<file path="config.mk">
export PLATFORM = sky130hd
export DESIGN_NAME = keypad_scanner
export DESIGN_NICKNAME = d
export VERILOG_FILES = /design/src/rtl/keypad_pkg.sv /design/src/rtl/keypad_scanner_sync.sv /design/src/rtl/keypad_scanner.sv
export SDC_FILE = /design/constraint.sdc
export NUM_CORES = 1
export LEC_CHECK = 0
export CORE_MARGIN = 5
export CORE_UTILIZATION = 53
export CTS_BUF_LIST = sky130_fd_sc_hd__clkbuf_8 sky130_fd_sc_hd__clkbuf_16
export CTS_CLUSTER_SIZE = 24
export DETAILED_ROUTE_END_ITERATION = 7
export GPL_TIMING_DRIVEN = 0
export PLACE_DENSITY = 0.74
export SLEW_MARGIN = 30
export SYNTH_ARGS = -nofsm -noshare
export SYNTH_HDL_FRONTEND = slang
export SYNTH_HIERARCHICAL = 1
export SYNTH_SLANG_ARGS = --single-unit
</file>
<file path="constraint.sdc">
create_clock -name clk -period 2.08 [get_ports clk]
set_input_delay 0.312 -clock clk [delete_from_list [all_inputs] [get_ports clk]]
set_output_delay 0.312 -clock clk [all_outputs]
set_load 0.005 [all_outputs]
</file>
<file path="src/rtl/keypad_pkg.sv">
// Shared types and constants for the 4x4 keypad scanner.
// Key code table, FSM state encoding and default timing values.
package keypad_pkg;

  localparam int unsigned SCAN_DIV_DEF        = 1200;
  localparam int unsigned DEBOUNCE_CYCLES_DEF = 240000;
  localparam int unsigned NROWS               = 4;
  localparam int unsigned NCOLS               = 4;

  typedef enum logic [1:0] {
    SCAN     = 2'd0,
    DEBOUNCE = 2'd1,
    HELD     = 2'd2,
    RELEASE  = 2'd3
  } state_t;

  // Hex code of each key, indexed [row][col].
  localparam logic [3:0] KEYMAP [NROWS][NCOLS] = '{
    '{4'h1, 4'h2, 4'h3, 4'hA},
    '{4'h4, 4'h5, 4'h6, 4'hB},
    '{4'h7, 4'h8, 4'h9, 4'hC},
    '{4'hE, 4'h0, 4'hF, 4'hD}
  };

  // Index of the lowest-numbered row reading low (caller guarantees one exists).
  function automatic logic [1:0] first_low(input logic [3:0] r);
    first_low = 2'd0;
    for (int i = 3; i >= 0; i--) begin
      if (!r[i]) first_low = 2'(i);
    end
  endfunction

endpackage

</file>
<file path="src/rtl/keypad_scanner_sync.sv">
// Two-flop synchronizer for asynchronous inputs; resets to all-ones
// so an idle pulled-up bus reads inactive.
module sync2 #(
  parameter int unsigned WIDTH = 4
) (
  input  logic             clk,
  input  logic             reset,
  input  logic [WIDTH-1:0] d,
  output logic [WIDTH-1:0] q
);

  logic [WIDTH-1:0] meta;

  always_ff @(posedge clk) begin
    if (reset) begin
      meta <= '1;
      q    <= '1;
    end else begin
      meta <= d;
      q    <= meta;
    end
  end

endmodule

</file>
<file path="src/rtl/keypad_scanner.sv">
// 4x4 matrix keypad scanner: rotates one active-low column, debounces
// the pressed row and keeps a two-deep history of registered key codes.
module keypad_scanner
  import keypad_pkg::*;
#(
  parameter int unsigned SCAN_DIV        = SCAN_DIV_DEF,
  parameter int unsigned DEBOUNCE_CYCLES = DEBOUNCE_CYCLES_DEF
) (
  input  logic       clk,
  input  logic       reset,
  input  logic [3:0] rows,
  output logic [3:0] cols,
  output logic [3:0] s1,
  output logic [3:0] s2,
  output logic       new_key
);

  localparam int unsigned SCAN_W = (SCAN_DIV > 1) ? $clog2(SCAN_DIV) : 1;
  localparam int unsigned DEB_W  = $clog2(DEBOUNCE_CYCLES + 1);
  localparam logic [SCAN_W-1:0] SCAN_LAST = SCAN_W'(SCAN_DIV - 1);
  localparam logic [DEB_W-1:0]  DEB_LAST  = DEB_W'(DEBOUNCE_CYCLES - 1);
  localparam logic [DEB_W-1:0]  DEB_MAX   = DEB_W'(DEBOUNCE_CYCLES);

  state_t            state, state_n;
  logic [1:0]        col_idx, col_n;
  logic [1:0]        row_q, row_n;
  logic [SCAN_W-1:0] scan_cnt, scan_n;
  logic [DEB_W-1:0]  deb_cnt, deb_n, deb_inc;
  logic [3:0]        s1_n, s2_n;
  logic              new_key_n;
  logic [3:0]        rows_s;
  logic              row_hi;

  sync2 #(.WIDTH(4)) u_sync (
    .clk   (clk),
    .reset (reset),
    .d     (rows),
    .q     (rows_s)
  );

  // Level of the captured row in the frozen column.
  assign row_hi  = rows_s[row_q];
  // Debounce counter saturates instead of wrapping.
  assign deb_inc = (deb_cnt >= DEB_MAX) ? deb_cnt : deb_cnt + DEB_W'(1);

  always_ff @(posedge clk) begin
    if (reset) begin
      state    <= SCAN;
      col_idx  <= 2'd0;
      row_q    <= 2'd0;
      scan_cnt <= '0;
      deb_cnt  <= '0;
      cols     <= 4'b1110;
      s1       <= 4'h0;
      s2       <= 4'h0;
      new_key  <= 1'b0;
    end else begin
      state    <= state_n;
      col_idx  <= col_n;
      row_q    <= row_n;
      scan_cnt <= scan_n;
      deb_cnt  <= deb_n;
      cols     <= ~(4'b0001 << col_n);
      s1       <= s1_n;
      s2       <= s2_n;
      new_key  <= new_key_n;
    end
  end

  always_comb begin
    state_n   = state;
    col_n     = col_idx;
    row_n     = row_q;
    scan_n    = scan_cnt;
    deb_n     = deb_cnt;
    s1_n      = s1;
    s2_n      = s2;
    new_key_n = 1'b0;

    case (state)
      SCAN: begin
        if (scan_cnt >= SCAN_LAST) begin
          scan_n = '0;
          if (rows_s != 4'b1111) begin
            // Freeze this column and lock onto the lowest pressed row.
            row_n   = first_low(rows_s);
            deb_n   = '0;
            state_n = DEBOUNCE;
          end else begin
            col_n = col_idx + 2'd1;
          end
        end else begin
          scan_n = scan_cnt + SCAN_W'(1);
        end
      end

      DEBOUNCE: begin
        if (row_hi) begin
          state_n = SCAN;
          col_n   = col_idx + 2'd1;
          scan_n  = '0;
          deb_n   = '0;
        end else if (deb_cnt >= DEB_LAST) begin
          s2_n      = s1;
          s1_n      = KEYMAP[row_q][col_idx];
          new_key_n = 1'b1;
          deb_n     = '0;
          state_n   = HELD;
        end else begin
          deb_n = deb_inc;
        end
      end

      HELD: begin
        if (row_hi) begin
          deb_n   = '0;
          state_n = RELEASE;
        end
      end

      RELEASE: begin
        if (!row_hi) begin
          deb_n   = '0;
          state_n = HELD;
        end else if (deb_cnt >= DEB_LAST) begin
          state_n = SCAN;
          col_n   = col_idx + 2'd1;
          scan_n  = '0;
          deb_n   = '0;
        end else begin
          deb_n = deb_inc;
        end
      end

      default: begin
        state_n = SCAN;
        scan_n  = '0;
        deb_n   = '0;
      end
    endcase
  end

endmodule

</file>
# Word-level counts from Yosys, hierarchy flattened
# Cells that the tools add are included.
word_totals:
  ff_bits: 56
  in_bits: 6
  out_inout_bits: 13
  word_cells: 86
classes:
  add_sub_neg: 3
  order_cmp: 6
  n_eq_ne: 12
  shifts: 1
  mux: 40
  bitwise: 5
  n_reduce_logical: 8
ops:
  columns: ["op", "n"]
  rows:
  - ["two-way mux 18 bit", 7]
  - ["one-hot mux 18 bit (4 select lines)", 1]
  - ["two-way mux 11 bit", 4]
  - ["greater-or-equal comparator 18 bit (second input constant)", 2]
  - ["one-hot mux 11 bit (3 select lines)", 1]
  - ["binary-select mux 16 bit (select 2 bit)", 1]
  - ["two-way mux 16 bit", 2]
  - ["two-way mux 2 bit", 16]
  - ["adder 18 x 1 -> 18 bit (second input constant)", 1]
  - ["inequality test 2 bit (second input constant)", 6]
  - ["adder 11 x 1 -> 11 bit (second input constant)", 1]
  - ["greater-or-equal comparator 11 bit (second input constant)", 1]
  - ["AND reduction 3 bit", 3]
  - ["binary-select mux 4 bit (select 2 bit)", 1]
  - ["two-way mux 4 bit", 2]
  - ["one-hot mux 2 bit (4 select lines)", 1]
  - ["greater-or-equal comparator 3 bit (second input constant)", 2]
  - ["inequality test 3 bit (second input constant)", 2]
  - ["NOT 2 -> 3 bit", 2]
  - ["one-hot mux 2 bit (3 select lines)", 1]
  - ["AND reduction 5 bit", 1]
  - ["equality test 2 bit (second input constant)", 2]
  - ["inequality test 4 bit (second input constant)", 1]
  - ["NOT 4 bit", 1]
  - ["other kinds (11)", 13]

# Longest topological paths before layout
# Gate-level depths: netlist of run 1.
depth:
  ltp_word: 7
  mapped_depth: 9
  ltp_nobuf: 7

# Hierarchy
# The synthesis of run 1 kept the hierarchy.
modules_own_cells:
  columns: ["module", "n_inst", "cells_each", "area_per_inst_um2", "seq_area_each_um2"]
  rows:
  - ["keypad_scanner", 1, 311, 2630.0, 960.9]
  - ["sync2", 1, 16, 210.2, 160.2]

# Worst setup path before layout of run 1
# No wires, ideal clock.
synth_path:
  path_kind: "register -> register"
  start: "register row_q[0]"
  end: "register cols[0]"
  setup_time_ns: 0.119
  arrival_time_ns: 1.974
  t_required_ns: 1.961
  slack_ns: -0.013
  path_stages_with_launch: 7
  n_path_buf: 1
  period_less_slack_ns: 2.093
  path_cell_list: "dfxtp_1 > buf_6 > mux4_2 > and2_1 > o21a_1 > or3_1 > o221a_1"
synth_via:
  elab_chain_len: 6
  elab_cells_between_ends: 7
  classes_between: "shift: 1; mux: 5; bitwise: 1"
synth_lines:
  columns: ["element", "line", "text"]
  rows:
  - ["start: declaration", "keypad_scanner.sv:26", "logic [1:0] row_q, row_n;"]
  - ["start signal: assignment", "keypad_scanner.sv:60", "row_q <= row_n;"]
  - ["binary-select mux 1 bit (select 2 bit) (*)", "keypad_scanner.sv:42", "assign row_hi = rows_s[row_q];"]
  - ["two-way mux 1 bit (not written as such) (*)", "keypad_scanner.sv:42", null]
  - ["two-way mux 2 bit, on equally long branches", "keypad_scanner.sv:122, keypad_scanner.sv:98", null]
  - ["one-hot mux 2 bit (3 select lines) (*)", "keypad_scanner.sv:80", "case (state)"]
  - ["left shift 1 x 2 -> 4 bit (*)", "keypad_scanner.sv:63", "cols <= ~(4'b0001 << col_n);"]
  - ["NOT 4 bit (*)", "keypad_scanner.sv:63", null]
  - ["end signal: assignment", "keypad_scanner.sv:63", null]
  - ["end: declaration", "keypad_scanner.sv:12", "output logic [3:0] cols,"]
# Mark *: on every way between the ends. The rest lies on a longest branch, timed or not. The select of a mux whose other input is x is not followed.
# A chain may end at the register's enable or synchronous reset.

# Worst setup path in the final report of run 1
layout_path:
  start: "register deb_cnt[10]"
  end: "register cols[0]"
layout_via:
  elab_chain_len: 6
layout_lines:
  columns: ["element", "line", "text"]
  rows:
  - ["start: declaration", "keypad_scanner.sv:28", "logic [DEB_W-1:0] deb_cnt, deb_n, deb_inc;"]
  - ["start signal: assignment", "keypad_scanner.sv:62", "deb_cnt <= deb_n;"]
  - ["greater-or-equal comparator 18 bit", "keypad_scanner.sv:125", "end else if (deb_cnt >= DEB_LAST) begin"]
  - ["two-way mux 2 bit", "keypad_scanner.sv:125", null]
  - ["two-way mux 2 bit", "keypad_scanner.sv:122", "if (!row_hi) begin"]
  - ["one-hot mux 2 bit (3 select lines)", "keypad_scanner.sv:80", null]
  - ["left shift 1 x 2 -> 4 bit", "keypad_scanner.sv:63", null]
  - ["NOT 4 bit", "keypad_scanner.sv:63", null]
# Every way passes these cells.

==> metrics.cfg, run 1 <==
[status]
outcome = complete, but fails checks
violations = setup timing

[clock_tree]
cts_tree = yes
ctsHtreeMaxLevel = 2
path_clk_slew_ns = 0.09
cts_num_sinks = 56
clk_latency_ns = 0.30
cts_inserted_buffers = 5
cts.path.max_buffers = 2
cts_root_buffer = clkbuf_8

[pwr]
leakagePower_nw = 1.30
peakVddDrop_mv = 0.308
power_mw = 1.78
p_per_area_nw_per_um2 = 462

[worst_hold_path]
worst_hold_path.num_cells = 1
hold_path_startpoint = u_sync/meta[0]
hold_path.class = flop to flop
holdPathEnd = u_sync/q[0]

[cells_and_area]
syn_to_final_growth_pct = 35.8
multiInputGateArea_um2 = 1890
antenna_cells = 0
nets = 393
num-fill-cells = 336
seqCellArea_um2 = 1160
drive_above_1_share_pct = 31.9

[yosys]
synthTopCellsByArea = dfxtp_1, a21oi_1, nor2_1, xnor2_1, nand2_1
async_reset_ff_share_pct = 0
ys_warn_count = 6
synth_nets = 336
synth_edf_count = 0
synth_top_area_cell = dfxtp_1
yosysUniqueCellTypes = 64
syn_avg_cell_area_um2 = 8.69
synth.ff_latch_count = 56
synth_flop_cell = dfxtp_1
ys_top_cells_by_count = dfxtp_1, nor2_1, a21oi_1
syn_area_um2 = 2840
netlist_instances = 327
yosysSeqAreaShare_pct = 39.5
yosys.area.top_type_share_pct = 39.5
synth_most_common_cell = dfxtp_1

[placement]
io_buffers = 18
hpwlAfterDp_mm = 4.28
place_congestion = 0.873
place_ws_ns = -0.280

[detailed_routing]
wl_per_cell_um = 17.2
dr.first_iter.drc_count = 317
antenna_left = 0
via_per_inst = 6.32
vias = 2874
routed_wl_mm = 7.82
first_pass_iters = 5
drc = 0

[global_routing]
grt_pass1_vias = 2507
grt_max_degree = 16
grt_util_all_layers_pct = 20.2
gr-total-overflow = 0
grt_pass1_wl_mm = 11.8
antenna_found_initial = 0

[critical_path]
crit_required_ns = 2.28
r2r-end = cols[0]
crit_family = compound AO/OA/AOI/OAI gates
cpPeakStageDelay_ns = 0.40
cpMostUsedCell = a21o_1
reg2reg_from = deb_cnt[10]
r2r_cells = 7
cp.buffers_inverters = 1
critPathMaxFanout = 6
end_kind = flop
startpoint = deb_cnt[10]
worst-r2r-setup-slack_ns = -0.07
cp_slowest_cell = or3_4
worstSetupStartpointType = flop
crit_path_cell_trace = a21o_1 > a21o_1 > buf_4 > a21oi_4 > a21boi_4 > or3_4 > o221a_1
cp_data_arrival_time_ns = 2.35
criticalPathCategory = flop to flop

[floorplan]
core_region_area_um2 = 5170
initial_core_util_pct = 54.9
io-pin-count = 19
die-area_um2 = 6920
die_width_um = 83.2
rows = 26
die_h_um = 83.2

[timing]
totalNegativeSetupSlack_ns = -0.378
clock.fmax_ghz = 0.466
period_needed_ns = 2.15
finalCritPeriodShare_pct = 103
clock-skew-final_ns = 0.00987
setup_viol = 18
maxSlewHeadroom_pct = 60.5
tightest_slew_ns = 0.593
finalHoldViolCount = 0
worst_slack_ns = -0.0667
rsz0062_at_grt = true
slew_viol_final = 0

[job]
max_cap_violations = 0

[final cells by class]
cell class	count	area share [%]
multi-input combinational	246	49.0
sequential	56	30.0
timing repair buffer	51	12.7
buffer	14	2.69
tap	70	2.27
clock buffer	6	2.14
inverter	10	1.01
clock inverter	2	0.195
[worst reg2reg max path: stages, from the launching register on]
cell and delay [ns]:
dfxtp_1 0.37, a21o_1 0.22, a21o_1 0.24, buf_4 0.16
a21oi_4 0.27, a21boi_4 0.13, or3_4 0.40, o221a_1 0.25
[registers in the layout, summed over array words and instances (netlist names), 2 cells and up, named ones only]
name	flops
scan_cnt	11
deb_cnt	18
s1	4
col_idx	2
u_sync/meta	4
s2	4
cols	4
u_sync/q	4
row_q	2
[how the worst max path moves through the flow]
stage                              to  slack, ns  cells after the start
after detailed placement  deb_cnt[17]      -0.28                      8
after global routing      scan_cnt[3]      -0.13                      6
after global placement    deb_cnt[17]      -0.23                      8
after floorplan           deb_cnt[17]      0.002                      8
after CTS                 scan_cnt[2]      -0.01                      8
final                         cols[0]      -0.07                      7
[cell families (layout without fill, tap and decap cells)]
group | after synthesis | in the layout | share of synthesized area [%]
AND/OR/NAND/NOR | 130 | 130 | 24.6
flip-flops | 56 | 56 | 39.5
XOR/XNOR | 12 | 12 | 3.70
adder cells (fa/ha/maj) | 3 | 3 | 1.32
AO/OA/AOI/OAI | 93 | 93 | 23.5
multiplexers | 7 | 8 | 2.91
buffers and inverters | 26 | 83 | 4.49
[power by group]
part | switching [mW] | internal (mW) | total (mW)
clock network | 0.324 | 0.263 | 0.587
registers | 0.0127 | 1.08 | 1.09
logic | 0.0509 | 0.0537 | 0.105
total | 0.388 | 1.39 | 1.78
[stage by stage]
| stage | area, um2 | std cells | utilization [%] | hold slack (ns) |
|---|---|---|---|---|
| global route | 3860 | 455 | 74.6 | 0.437 |
| detailed placement | 3120 | 415 | 60.3 | 0.392 |
| finish | 3860 | 455 | 74.6 | 0.409 |
| CTS | 3540 | 442 | 68.5 | 0.414 |
| floorplan | 2850 | 327 | - | 0.383 |
| global placement | 3120 | 415 | 60.3 | 0.385 |
[cells in the final DEF, fill, tap and decap left out, types with 5 or more instances in the layout]
cell type        count
a211oi_1             6
a21oi_1             17
a21oi_2              9
buf_4               26
buf_6                8
clkbuf_1             6
clkbuf_8             6
clkdlybuf4s50_1     18
dfxtp_1             41
dfxtp_2              8
dfxtp_4              7
inv_1               11
mux2i_1              6
nand2_1             24
nand3_1              8
nand3b_1             6
nand4_1              8
nor2_1              20
nor2_4               7
nor2b_1              5
nor3_1               8
o211ai_1             5
o21ai_0             11
or2_1                8
xnor2_1             12
[routing by layer]
metal  track usage (%)  up-vias  part of all wire, %
met3              3.96       32                  6.7
met2              34.1      147                   48
met5                 0        -                    0
met1              25.5     1363                   42
met4              7.13        0                  3.2
li1                  -     1332                    -
[timing repair]
action                                  4_1_cts  5_1_grt
hold buffers                                  0        0
pin swaps                                    13       27
buffers inserted                             17       12
endpoints found under the setup margin       44       41
gates resized for setup                      50       58
cloned                                        2        3
Power figures use the tool's default switching activity.
==> run 2: changes to the inputs <==
CAP_MARGIN = 40   (was default)
==> results of run 2 <==
Same layout as run 1: the final DEF is identical, and so are final timing and power.
